--- src/rtl/button_debounce.sv ---
// button_debounce: per-channel two-flop synchroniser followed by a
// saturating stability counter. Outputs are a clean registered level plus
// one-cycle rise/fall pulses. Channels are fully independent.
module button_debounce #(
    parameter int WIDTH           = 2,
    parameter int DEBOUNCE_CYCLES = 120000,
    parameter bit INVERT          = 1'b0,
    parameter int CNT_W           = $clog2(DEBOUNCE_CYCLES)
) (
    input  logic             clk,
    input  logic             rst_n,
    input  logic [WIDTH-1:0] btn_raw,
    output logic [WIDTH-1:0] btn_clean,
    output logic [WIDTH-1:0] btn_rise,
    output logic [WIDTH-1:0] btn_fall
);

    typedef enum logic {
        ST_STABLE = 1'b0,
        ST_COUNT  = 1'b1
    } state_t;

    // Terminal count: the mismatch must still be present when cnt reaches this.
    localparam logic [CNT_W-1:0] CNT_MAX = CNT_W'(DEBOUNCE_CYCLES - 1);
    localparam logic [CNT_W-1:0] CNT_ONE = CNT_W'(1);

    // Polarity normalisation ahead of the synchroniser; afterwards 1 means pressed.
    logic [WIDTH-1:0] btn_in;
    assign btn_in = INVERT ? ~btn_raw : btn_raw;

    genvar gi;
    generate
        for (gi = 0; gi < WIDTH; gi++) begin : g_chan
            logic             sync1_q;
            logic             sync2_q;
            state_t           state_q;
            state_t           state_d;
            logic [CNT_W-1:0] cnt_q;
            logic [CNT_W-1:0] cnt_d;
            logic             clean_q;
            logic             clean_d;
            logic             rise_q;
            logic             rise_d;
            logic             fall_q;
            logic             fall_d;
            logic             mismatch;

            assign mismatch = (sync2_q != clean_q);

            // Two-flop synchroniser; only sync2 feeds the debounce logic.
            always_ff @(posedge clk) begin
                if (!rst_n) begin
                    sync1_q <= 1'b0;
                    sync2_q <= 1'b0;
                end else begin
                    sync1_q <= btn_in[gi];
                    sync2_q <= sync1_q;
                end
            end

            // Next-state logic: count consecutive mismatch cycles, flip on terminal count.
            always_comb begin
                state_d = state_q;
                cnt_d   = cnt_q;
                clean_d = clean_q;
                rise_d  = 1'b0;
                fall_d  = 1'b0;
                case (state_q)
                    ST_STABLE: begin
                        cnt_d = '0;
                        if (mismatch) begin
                            state_d = ST_COUNT;
                            cnt_d   = CNT_ONE;
                        end
                    end
                    ST_COUNT: begin
                        if (!mismatch) begin
                            // Bounced back before the window closed: discard.
                            state_d = ST_STABLE;
                            cnt_d   = '0;
                        end else if (cnt_q == CNT_MAX) begin
                            state_d = ST_STABLE;
                            cnt_d   = '0;
                            clean_d = sync2_q;
                            rise_d  = sync2_q;
                            fall_d  = ~sync2_q;
                        end else begin
                            cnt_d = cnt_q + CNT_ONE;
                        end
                    end
                    default: begin
                        state_d = ST_STABLE;
                        cnt_d   = '0;
                    end
                endcase
            end

            // State, counter and registered outputs.
            always_ff @(posedge clk) begin
                if (!rst_n) begin
                    state_q <= ST_STABLE;
                    cnt_q   <= '0;
                    clean_q <= 1'b0;
                    rise_q  <= 1'b0;
                    fall_q  <= 1'b0;
                end else begin
                    state_q <= state_d;
                    cnt_q   <= cnt_d;
                    clean_q <= clean_d;
                    rise_q  <= rise_d;
                    fall_q  <= fall_d;
                end
            end

            assign btn_clean[gi] = clean_q;
            assign btn_rise[gi]  = rise_q;
            assign btn_fall[gi]  = fall_q;
        end
    endgenerate

endmodule

--- config.mk ---
export PLATFORM = sky130hd
export DESIGN_NAME = button_debounce
export DESIGN_NICKNAME = d
export VERILOG_FILES = /design/src/rtl/button_debounce.sv
export SDC_FILE = /design/constraint.sdc
export NUM_CORES = 1
export LEC_CHECK = 0
export CAP_MARGIN = 20
export CORE_MARGIN = 1.5
export CORE_UTILIZATION = 53
export DETAILED_ROUTE_END_ITERATION = 8
export HOLD_SLACK_MARGIN = 0.02
export PLACE_DENSITY = 0.8
export SETUP_SLACK_MARGIN = 0.4
export SLEW_MARGIN = 15
export SYNTH_ARGS = -nofsm -noshare
export SYNTH_HDL_FRONTEND = slang
export SYNTH_SLANG_ARGS = --single-unit
--- constraint.sdc ---
create_clock -name clk -period 1.9 [get_ports clk]
set_clock_uncertainty 0.2 [all_clocks]
set_input_delay 0.285 -clock clk [delete_from_list [all_inputs] [get_ports clk]]
set_output_delay 0.285 -clock clk [all_outputs]
set_load 0.01 [all_outputs]
# Word level (Yosys, flattened, before mapping)

Index checks and enable logic that the tools add are counted.
Widths: inputs -> output; s select.

Multiply operators: 0
$lt $le $gt $ge: 0
Bitwise operators: 4
Reductions and logical operators: 4
Shift operators: 0
Equality and inequality tests: 4
Add/subtract/negate cells: 2
Muxes and demuxes: 16
Div/mod/pow operators: 0

Operators with widths:

| kind                  | number |
|---|---|
| $mux 17               | 4 |
| $pmux 17 s2           | 2 |
| $add 17x1->17 const B | 2 |
| $eq 17x17->1 const B  | 2 |
| $mux 1                | 8 |
| $reduce_and 4->1      | 2 |
| $reduce_and 3->1      | 2 |
| $not 1->1             | 4 |
| $pmux 1 s2            | 2 |
| $ne 1x1->1            | 2 |

Input port bits: 4
Bits in writable memories: 0
Flip-flop bits (word level): 46
Memories kept: 0
Output and inout port bits: 6
Memory bits (read-only): 0
Bits in latches: 0

# Logic depth before layout (Yosys ltp)

Gate-level depths: netlist of the first run.

Depth after elaboration: 4
Mapped depth: 7

# Least setup slack after synthesis of the first run

Ideal clock, no wire load.

Path type: reg2reg
Start: register g_chan[0].cnt_q[0]
End: register g_chan[0].cnt_q[10]
Arrival time: 1.556 ns
Stages on the path, launching flop included: 8
Slack: 0.026 ns
Cells stage by stage: dfxtp_1 > ha_1 > nand4_1 > or2_2 > clkbuf_1 > o21bai_2 > buf_2 > nor2_1

Longest elaborated chain between the ends: 4
Elaborated cells between the ends (all ways): 5
Those cells by class: 1 x add/sub; 1 x eq/ne; 3 x mux

Ends and longest elaborated chain:

| item                                          | RTL line | RTL |
|---|---|---|
| from (decl)                                   | 38       | `logic [CNT_W-1:0] cnt_q;` |
| from (signal assigned)                        | 108      | `cnt_q <= cnt_d;` |
| $add 17x1->17 or $eq 17x17->1 (tied branches) | 88, 81   |  |
| $mux 17 *                                     | 81       | `end else if (cnt_q == CNT_MAX) begin` |
| $mux 17 *                                     | 77       | `if (!mismatch) begin` |
| $pmux 17 s2 *                                 | 68       | `case (state_q)` |

Every way passes the cells marked *; elsewhere a longest branch is shown, timed or not.
A chain may end at the register's enable or synchronous reset.

# Worst setup path in the final report of the first run

Start: register g_chan[0].cnt_q[0]
End: register g_chan[0].clean_q

Longest elaborated chain between the ends: 2

Ends and longest elaborated chain:

| item                       | RTL line | RTL |
|---|---|---|
| $eq 17x17->1               | 81       |  |
| $reduce_and 3->1 (no line) | -        |  |
| to (signal assigned)       | 109      | `clean_q <= clean_d;` |
| to (decl)                  | 40       | `logic clean_q;` |

No other way between the ends.

==> impl_metrics.yaml, run 1 <==
outcome:
  status: "completed"
grt:
  grt_antenna_before_repair: 0
  grt.overflow.total: 0
  grt_max_degree: 14
  track_usage_pct: 23.33
  grt_pass1_vias: 1746
  grt_pass1_wl_um: 7590
place:
  dp_hpwl_um: 2539
  place_worst_setup_slack_ns: 0.02107
  place.port_buffers: 9
  place_congestion: 0.7590
  dpl.cell_count: 278
detailed_routing:
  viasPerCell: 5.717
  via_count: 1801
  totalWireLength_um: 5125
  detail_route.iter0.violations: 123
  ant_nets: 0
  post-route-drc-count: 0
  detail_route.wl_per_cell_um: 16.27
  dr.pass1.iters: 4
synthesis:
  synth_top_area_share_pct: 45.83
  synthesis.area_um2: 2009
  synth_seq_cells: 46
  synth_top_cell_by_area: "dfxtp_1"
  number_of_nets_in_the_synthesized_netlist: 231
  share_of_the_yosys_chip_area_belonging_to_registers_pct: 45.83
  synthesis.instances: 225
  yosysUniqueCellTypes: 36
  yosys_warnings: 0
  avg_cell_area_syn_um2: 8.931
  synth.top_cells.by_area: "dfxtp_1, xnor2_1, nor2_1"
sta:
  rsz0062_at_grt: "true"
  final.setup.worst_slack_ns: 0.07487
  finalSetupViolations: 0
  slew_viol_final: 0
  max_slew_margin_pct: 76.20
  achievable-frequency_mhz: 547.9
  setup_total_negative_slack_ns: 0
  tightestPinTransition_ns: 0.3538
  final-hold-violation-count: 0
  post-route-min-period_ns: 1.825
  finalCritPeriodShare_pct: 96.06
power:
  power.density_nw_per_um2: 565.9
  peakVddDrop_mv: 0.4269
  static-leakage-power_nw: 0.9575
clocking:
  clkSlewWorstSetupHoldPaths_ns: 0.08
  root_buffer: "clkbuf_8"
  clk-insertion-delay-late_ns: 0.30
  htree_levels: 2
  cts_buffer_depth: 2
  tritoncts: "yes"
  clkSinkCount: 46
  hold_buffers: 0
  cts-buffers-inserted: 5
die:
  die_h_um: 64.58
  die_area_um2: 4170
  die_w_um: 64.58
  initial_core_util_pct: 54.89
  placementRows: 22
  core_um2: 3661
  ioPinCount: 10
critical_path:
  cp.arrival_ns: 1.86
  worst-endpoint-required_ns: 1.94
  cp_max_fo: 5
  start_kind: "flop"
  timing.setup.critical_path_class: "flop to flop"
  end_kind: "flop"
  crit_start: "g_chan[0].cnt_q[0]"
  r2r_start: "g_chan[0].cnt_q[0]"
layout:
  final_core_util_pct: 77.41
  design.final.nets: 272
  post_route_cells_drive_above_1_share_pct: 43.07
  antennaDiodeCount: 0
  syn2layout_area_growth_pct: 41.03
  final_cell_count_no_fill: 315
job:
  drv.max_cap_violation_count: 0
worst_hold_path:
  hold_class: "flop to flop"
  hold_path.startpoint: "g_chan[1].sync1_q"
==> flip-flops by register name (all words and copies together) (netlist names) <==
register,flops
g_chan.sync1_q,2
g_chan.cnt_q,34
g_chan.clean_q,2
g_chan.rise_q,2
g_chan.fall_q,2
g_chan.sync2_q,2
g_chan.state_q,2
==> where the power goes <==
group          internal, mW  switching, mW  total (mW)  leakage (nW)
logic                0.0150         0.0123      0.0273         0.526
clock network         0.294          0.317       0.611        0.0482
registers             0.961        0.00468       0.966         0.384
==> metrics by stage <==
stage                     power, mW  hold slack (ns)  area [µm²]
final                         1.604           0.2396        2834
after global routing          1.664           0.2731        2834
after CTS                     1.616           0.2450        2619
after detailed placement      1.017           0.2266        2247
after global placement        1.016           0.2147        2247
after floorplan               1.005           0.2119        2117
==> worst paths after layout <==
path / endpoint / cells past startpoint / slack (ns)
hold reg to reg: g_chan[1].sync2_q / 1 / 0.24
hold / removal: g_chan[1].sync2_q / 1 / 0.24
setup / recovery: g_chan[0].clean_q / 5 / 0.07
setup reg to reg: g_chan[0].clean_q / 5 / 0.07
==> worst max-delay path, stage by stage (launching register included) <==
cell      delay, ns
dfxtp_4        0.38
ha_4           0.15
nand4_1        0.16
or2_4          0.34
or4_1          0.40
a21boi_1       0.12
==> timing repair <==
item | in CTS | in global routing
endpoints found under the setup margin | 48 | 43
pin swaps | 27 | 13
resized for setup | 31 | 39
setup buffers | 19 | 8
cloned | 2 | 0
==> cells by family (layout without fill, tap and decap cells) <==
family	count (synthesis)	after routing	synth area share, %
compound gates	9	10	3.425
flops	46	46	45.83
xor+xnor	31	31	13.51
simple gates	115	115	30.20
fa+ha+maj	2	2	1.245
mux	1	1	0.4982
buf+inv	21	62	5.292
==> Yosys cell counts, drive strengths merged <==
cell	number
and3	5
ha	2
or4	3
mux2i	1
or2	1
o21a	1
nor3	10
nand3	14
nor3b	1
a21oi	1
buf	8
nor4	14
nor2	37
a211oi	1
o21bai	1
o21ai	1
clkbuf	4
inv	9
and4b	1
a21boi	1
nand4b	1
dfxtp	46
or3b	1
nor2b	3
xor2	5
nand2	11
o211ai	1
xnor2	26
nand4	8
o31ai	1
a211o	1
and2	5
==> per-layer routing <==
layer | part of all wire (%) | wire length [µm] | global-route usage, % | up-vias
li1 | - | - | - | 855
met5 | 0 | 0 | 0 | -
met1 | 39 | 1989 | 25.19 | 874
met3 | 4.3 | 218 | 6.250 | 20
met2 | 53 | 2711 | 42.84 | 52
met4 | 4.0 | 206 | 9.574 | 0
==> layout make-up <==
class | count | area (µm²)
multi-input cells | 159 | 1284
flip-flops and latches | 46 | 960.9
fillers | 220 | 827.0
repair buffers | 45 | 404.1
clock buffers | 7 | 86.33
well taps | 48 | 60.06
inverters | 9 | 33.78
clock inverters | 1 | 5.005
==> layout by cell type, fill, tap and decap left out, types with 6 or more instances in the layout <==
cell type,count
dfxtp_2,14
nand2_1,10
nor4_2,6
nor2_1,16
nand4_1,8
nor4_4,6
nor3_1,8
nor2_2,17
dfxtp_1,26
clkbuf_8,6
xnor2_1,26
buf_4,29
nand3_1,10
inv_1,8
dfxtp_4,6
dlygate4sd2_1,6
(Power assumes the default switching activity.)
==> run 2, diff against run 1 <==
CORE_UTILIZATION = 58   (was 53)
CTS_BUF_LIST = sky130_fd_sc_hd__clkbuf_4 sky130_fd_sc_hd__clkbuf_8 sky130_fd_sc_hd__clkbuf_16   (was default)
PLACE_DENSITY = 0.83   (was 0.8)
clock period = 2 ns   (was 1.9 ns; I/O delays follow)
==> run 2 against run 1 <==
  * First-iteration DRC count grew 62%
  * Wire length grew 16%
  * Utilization grew 6.1 points
  * Sequential cell count is the same
  * Largest cell class unchanged
  * Largest power group unchanged
==> impl_metrics.yaml, run 2 (synthesis gave the netlist of run 1 again) <==
sta:
  final-hold-violation-count: 0
  slew_viol_final: 0
  max_slew_margin_pct: 72.33
  final.setup.worst_slack_ns: 0.1549
  achievable-frequency_mhz: 542.0
  finalCritPeriodShare_pct: 92.25
  tightestPinTransition_ns: 0.4112
  post-route-min-period_ns: 1.845
  rsz0062_at_grt: "true"
  hold_ws_ns: 0.2537
  finalSetupViolations: 0
  setup_total_negative_slack_ns: 0
grt:
  grt_pass1_vias: 1547
  globalRouteMet1Util_pct: 32.35
  grt.overflow.total: 0
  grt_antenna_before_repair: 0
  track_usage_pct: 26.14
  grt.met3_usage_pct: 10.35
  met2_usage_pct: 40.45
  grt_max_degree: 17
  grt_pass1_wl_um: 7162
  grt_busiest_layer: "met2"
layout:
  design.final.nets: 269
  post_route_cells_drive_above_1_share_pct: 42.05
  final_core_util_pct: 83.54
  layout.cells.most_common_list: "buf_4, dfxtp_1, xnor2_1"
  area_of_combinational_cells_with_multiple_inputs_um2: 1290
  syn2layout_area_growth_pct: 38.73
  layout.filler_cells: 157
  mostFrequentLayoutCell: "buf_4"
  flip_flop_count_of_the_largest_register_after_layout: 34
  max_flop_register: "g_chan.cnt_q"
  finish.instance_area_um2: 2788
  seqCellArea_um2: 962.2
  antennaDiodeCount: 0
clocking:
  tritoncts: "yes"
  cts_buffer_depth: 2
  hold_buffers: 0
  cts-buffers-inserted: 5
  root_buffer: "clkbuf_4"
  htree_levels: 2
  clk-insertion-delay-late_ns: 0.41
  clkSinkCount: 46
  clkSlewWorstSetupHoldPaths_ns: 0.15
die:
  initial_core_util_pct: 60.22
  ioPinCount: 10
  die_h_um: 61.86
  placementRows: 21
  die_w_um: 61.86
  die_area_um2: 3827
  core_um2: 3337
critical_path:
  end_kind: "flop"
  cp_max_fo: 8
  timing.setup.critical_path_class: "flop to flop"
  start_kind: "flop"
  cp.arrival_ns: 1.95
  worst-endpoint-required_ns: 2.11
detailed_routing:
  post-route-drc-count: 0
  dr.pass1.iters: 5
  totalWireLength_um: 5929
  via_count: 1860
  detail_route.iter0.violations: 199
  ant_nets: 0
  detail_route.wl_per_cell_um: 19.13
  viasPerCell: 6.000
power:
  p_comb_share_pct: 1.9
  peakVddDrop_mv: 0.5117
  power.density_nw_per_um2: 533.7
  power_switching_share_pct: 23.57
  static-leakage-power_nw: 0.8871
  power.clock.fraction_pct: 36.3
  seqPwrFrac_pct: 61.7
  netSwitchingPower_uw: 350.7
  internal_power_mw: 1.137
worst_hold_path:
  hold_class: "flop to flop"
place:
  postPlaceCellArea_um2: 2202
  dp_hpwl_um: 2584
  place_congestion: 0.8074
  place.port_buffers: 9
  place_worst_setup_slack_ns: 0.1405
outcome:
  status: "completed"
job:
  drv.max_cap_violation_count: 0
[run 2: through the flow]
stage,cells,power [mW]
finish,310,1.488
global route,310,1.531
CTS,301,1.465
detailed placement,275,0.9654
global placement,275,0.9648
floorplan,225,0.9549
[run 2: worst paths after layout]
kind	startpoint	end	slack, ns	depth (start not counted)
worst max register to register	g_chan[1].cnt_q[0]	g_chan[1].cnt_q[11]	0.15	5
worst min register to register	g_chan[0].sync1_q	g_chan[0].sync2_q	0.25	1
worst max-delay path	g_chan[1].cnt_q[0]	g_chan[1].cnt_q[11]	0.15	5
worst min-delay path	g_chan[0].sync1_q	g_chan[0].sync2_q	0.25	1
[run 2: worst max-delay path, cell delays in order, from the launching register on]
cell     delay [ns]
dfxtp_4        0.41
ha_4           0.17
nand3_1        0.17
nor4_4         0.42
a211o_2        0.30
nor2_1         0.08
[run 2: repair_timing]
action / CTS / global route
resized for setup: 23 / 56
buffers inserted: 18 / 7
gates cloned: 0 / 2
pin swaps: 8 / 30
setup endpoints to repair: 44 / 44
[run 2: metal layers]
metal / routed length (µm) / vias to the layer above
li1: - / 845
met1: 2460 / 891
met2: 2814 / 95
met3: 391 / 29
met4: 263 / 0
met5: 0 / -
[run 2: power groups by stage]
stage | Sequential [mW] | Clock [mW] | Combinational [mW]
6_report | 0.918 | 0.541 | 0.0289
5_1_grt | 0.919 | 0.581 | 0.0308
4_1_cts | 0.921 | 0.521 | 0.0224
3_5_place_dp | 0.945 | 0 | 0.0203
3_3_place_gp | 0.945 | 0 | 0.0198
2_1_floorplan | 0.944 | 0 | 0.0109
[run 2: area by class of cell]
| type | count | area share, % |
|---|---|---|
| clock buffers | 6 | 2.244 |
| clock inverters | 2 | 0.3591 |
| inverters | 9 | 1.302 |
| multi-input cells | 159 | 46.27 |
| flip-flops and latches | 46 | 34.52 |
| well taps | 46 | 2.065 |
| repair buffers | 42 | 13.24 |
==> run 3, diff against run 2 <==
CORE_UTILIZATION = 63   (was 58)
PLACE_DENSITY = 0.89   (was 0.83)
SKIP_CTS_REPAIR_TIMING = 1   (was default)
clock period = 2.2 ns   (was 2 ns; I/O delays follow)
==> run 3 against run 2 <==
  * Via count shrank 12%
  * Sequential share of layout area is 4.5 points higher
  * Critical path depth is 1 lower
  * Register-to-register slack improved by 0.21 ns
  * Critical path type unchanged
==> impl_metrics.yaml, run 3 (synthesis gave the netlist of run 1 again) <==
layout:
  layout.cells.most_common_list: "nor2_1, dfxtp_1, xnor2_1"
  flip_flop_count_of_the_largest_register_after_layout: 34
  final_core_util_pct: 79.67
  post_route_cells_drive_above_1_share_pct: 21.67
  design.final.nets: 245
  max_flop_register: "g_chan.cnt_q"
  layout.filler_cells: 199
  mostFrequentLayoutCell: "nor2_1"
  syn2layout_area_growth_pct: 21.05
  antennaDiodeCount: 0
critical_path:
  start_kind: "flop"
  cp_max_fo: 6
  worst_path_max_delay_cell: "or4_1"
  timing.setup.critical_path_class: "flop to flop"
  worst-endpoint-required_ns: 2.30
  cp.arrival_ns: 1.94
  end_kind: "flop"
  cp_cell_sequence: "nor4_2 > nand3_2 > or4_1 > a21boi_1"
  worst_path_largest_cell_delay_ns: 0.52
power:
  static-leakage-power_nw: 0.7740
  power_switching_share_pct: 18.48
  p_comb_share_pct: 1.3
  netSwitchingPower_uw: 278.4
  power.density_nw_per_um2: 619.4
  power.clock.fraction_pct: 43.2
  peakVddDrop_mv: 0.3721
  seqPwrFrac_pct: 55.5
  internal_power_mw: 1.228
die:
  die_area_um2: 3537
  ioPinCount: 10
  core_um2: 3053
  initial_core_util_pct: 65.82
  placementRows: 20
  die_h_um: 59.48
  die_w_um: 59.48
place:
  place_congestion: 0.8618
  place.port_buffers: 9
  dp_hpwl_um: 2385
sta:
  finalSetupViolations: 0
  slew_viol_final: 0
  setup_total_negative_slack_ns: 0
  post-route-min-period_ns: 1.837
  tightestPinTransition_ns: 0.3850
  max_slew_margin_pct: 74.10
  rsz0062_at_grt: "true"
  final-hold-violation-count: 0
  achievable-frequency_mhz: 544.4
  finalCritPeriodShare_pct: 83.50
detailed_routing:
  viasPerCell: 5.789
  dr.pass1.iters: 5
  via_count: 1644
  detail_route.wl_per_cell_um: 15.24
  post-route-drc-count: 0
  ant_nets: 0
  detail_route.iter0.violations: 176
  totalWireLength_um: 4327
grt:
  grt_antenna_before_repair: 0
  grt.overflow.total: 0
  track_usage_pct: 22.41
  grt_pass1_wl_um: 5989
  grt_max_degree: 17
  grt_pass1_vias: 1487
clocking:
  cts-buffers-inserted: 5
  clkSinkCount: 46
  clk-insertion-delay-late_ns: 0.36
  tritoncts: "yes"
  cts_buffer_depth: 2
  root_buffer: "clkbuf_4"
  htree_levels: 2
  clkSlewWorstSetupHoldPaths_ns: 0.14
outcome:
  status: "completed"
worst_hold_path:
  hold_class: "flop to flop"
job:
  drv.max_cap_violation_count: 0
## run 3: final timing paths
path                      startpoint                 to  slack, ns  depth (start not counted)
setup / recovery  g_chan[0].cnt_q[6]  g_chan[0].clean_q       0.36                          4
hold / removal     g_chan[0].sync1_q  g_chan[0].sync2_q       0.26                          1
setup reg to reg  g_chan[0].cnt_q[6]  g_chan[0].clean_q       0.36                          4
hold reg to reg    g_chan[0].sync1_q  g_chan[0].sync2_q       0.26                          1
## run 3: power groups by stage
stage / Combinational [mW] / Sequential (mW) / Clock (mW)
after floorplan: 0.00978 / 0.859 / 0
after global routing: 0.0221 / 0.837 / 0.691
after global placement: 0.0177 / 0.860 / 0
after detailed placement: 0.0183 / 0.860 / 0
final: 0.0201 / 0.836 / 0.650
after CTS: 0.0184 / 0.842 / 0.655
## run 3: metal layers
| layer | share of wire [%] | track usage, % |
|---|---|---|
| met4 | 1.8 | 10.71 |
| met3 | 4.5 | 5.677 |
| met2 | 52 | 39.87 |
| met1 | 42 | 24.55 |
| met5 | 0 | 0 |
## run 3: cell type report
class                           count  area, µm²  share of cell area, %
Timing Repair Buffer               18      177.7                  7.305
Tap cell                           44      55.05                  2.263
Clock buffer                        6      51.30                  2.109
Inverter                            9      33.78                  1.389
Sequential cell                    46      948.4                  38.99
Clock inverter                      2      60.06                  2.469
Multi-Input combinational cell    159       1106                  45.47
## run 3: through the flow
| stage | power [mW] | worst slack (ns) | cells | instance area (µm²) | hold WS [ns] |
|---|---|---|---|---|---|
| 6_report | 1.507 | 0.3630 | 284 | 2432 | 0.2598 |
| 3_3_place_gp | 0.8775 | 0.2861 | 269 | 2108 | 0.2162 |
| 3_5_place_dp | 0.8785 | 0.1507 | 269 | 2108 | 0.2245 |
| 4_1_cts | 1.515 | 0.1322 | 277 | 2220 | 0.2608 |
| 5_1_grt | 1.550 | 0.2855 | 284 | 2432 | 0.2842 |
| 2_1_floorplan | 0.8691 | 0.4055 | 225 | 2017 | 0.2119 |
## run 3: worst max-delay path: cells and delay by family (launching register included)
kind / cells / cell delay [ns]
AND/OR/NAND/NOR: 3 / 1.07
AO/OA/AOI/OAI: 1 / 0.14
flip-flops: 1 / 0.38
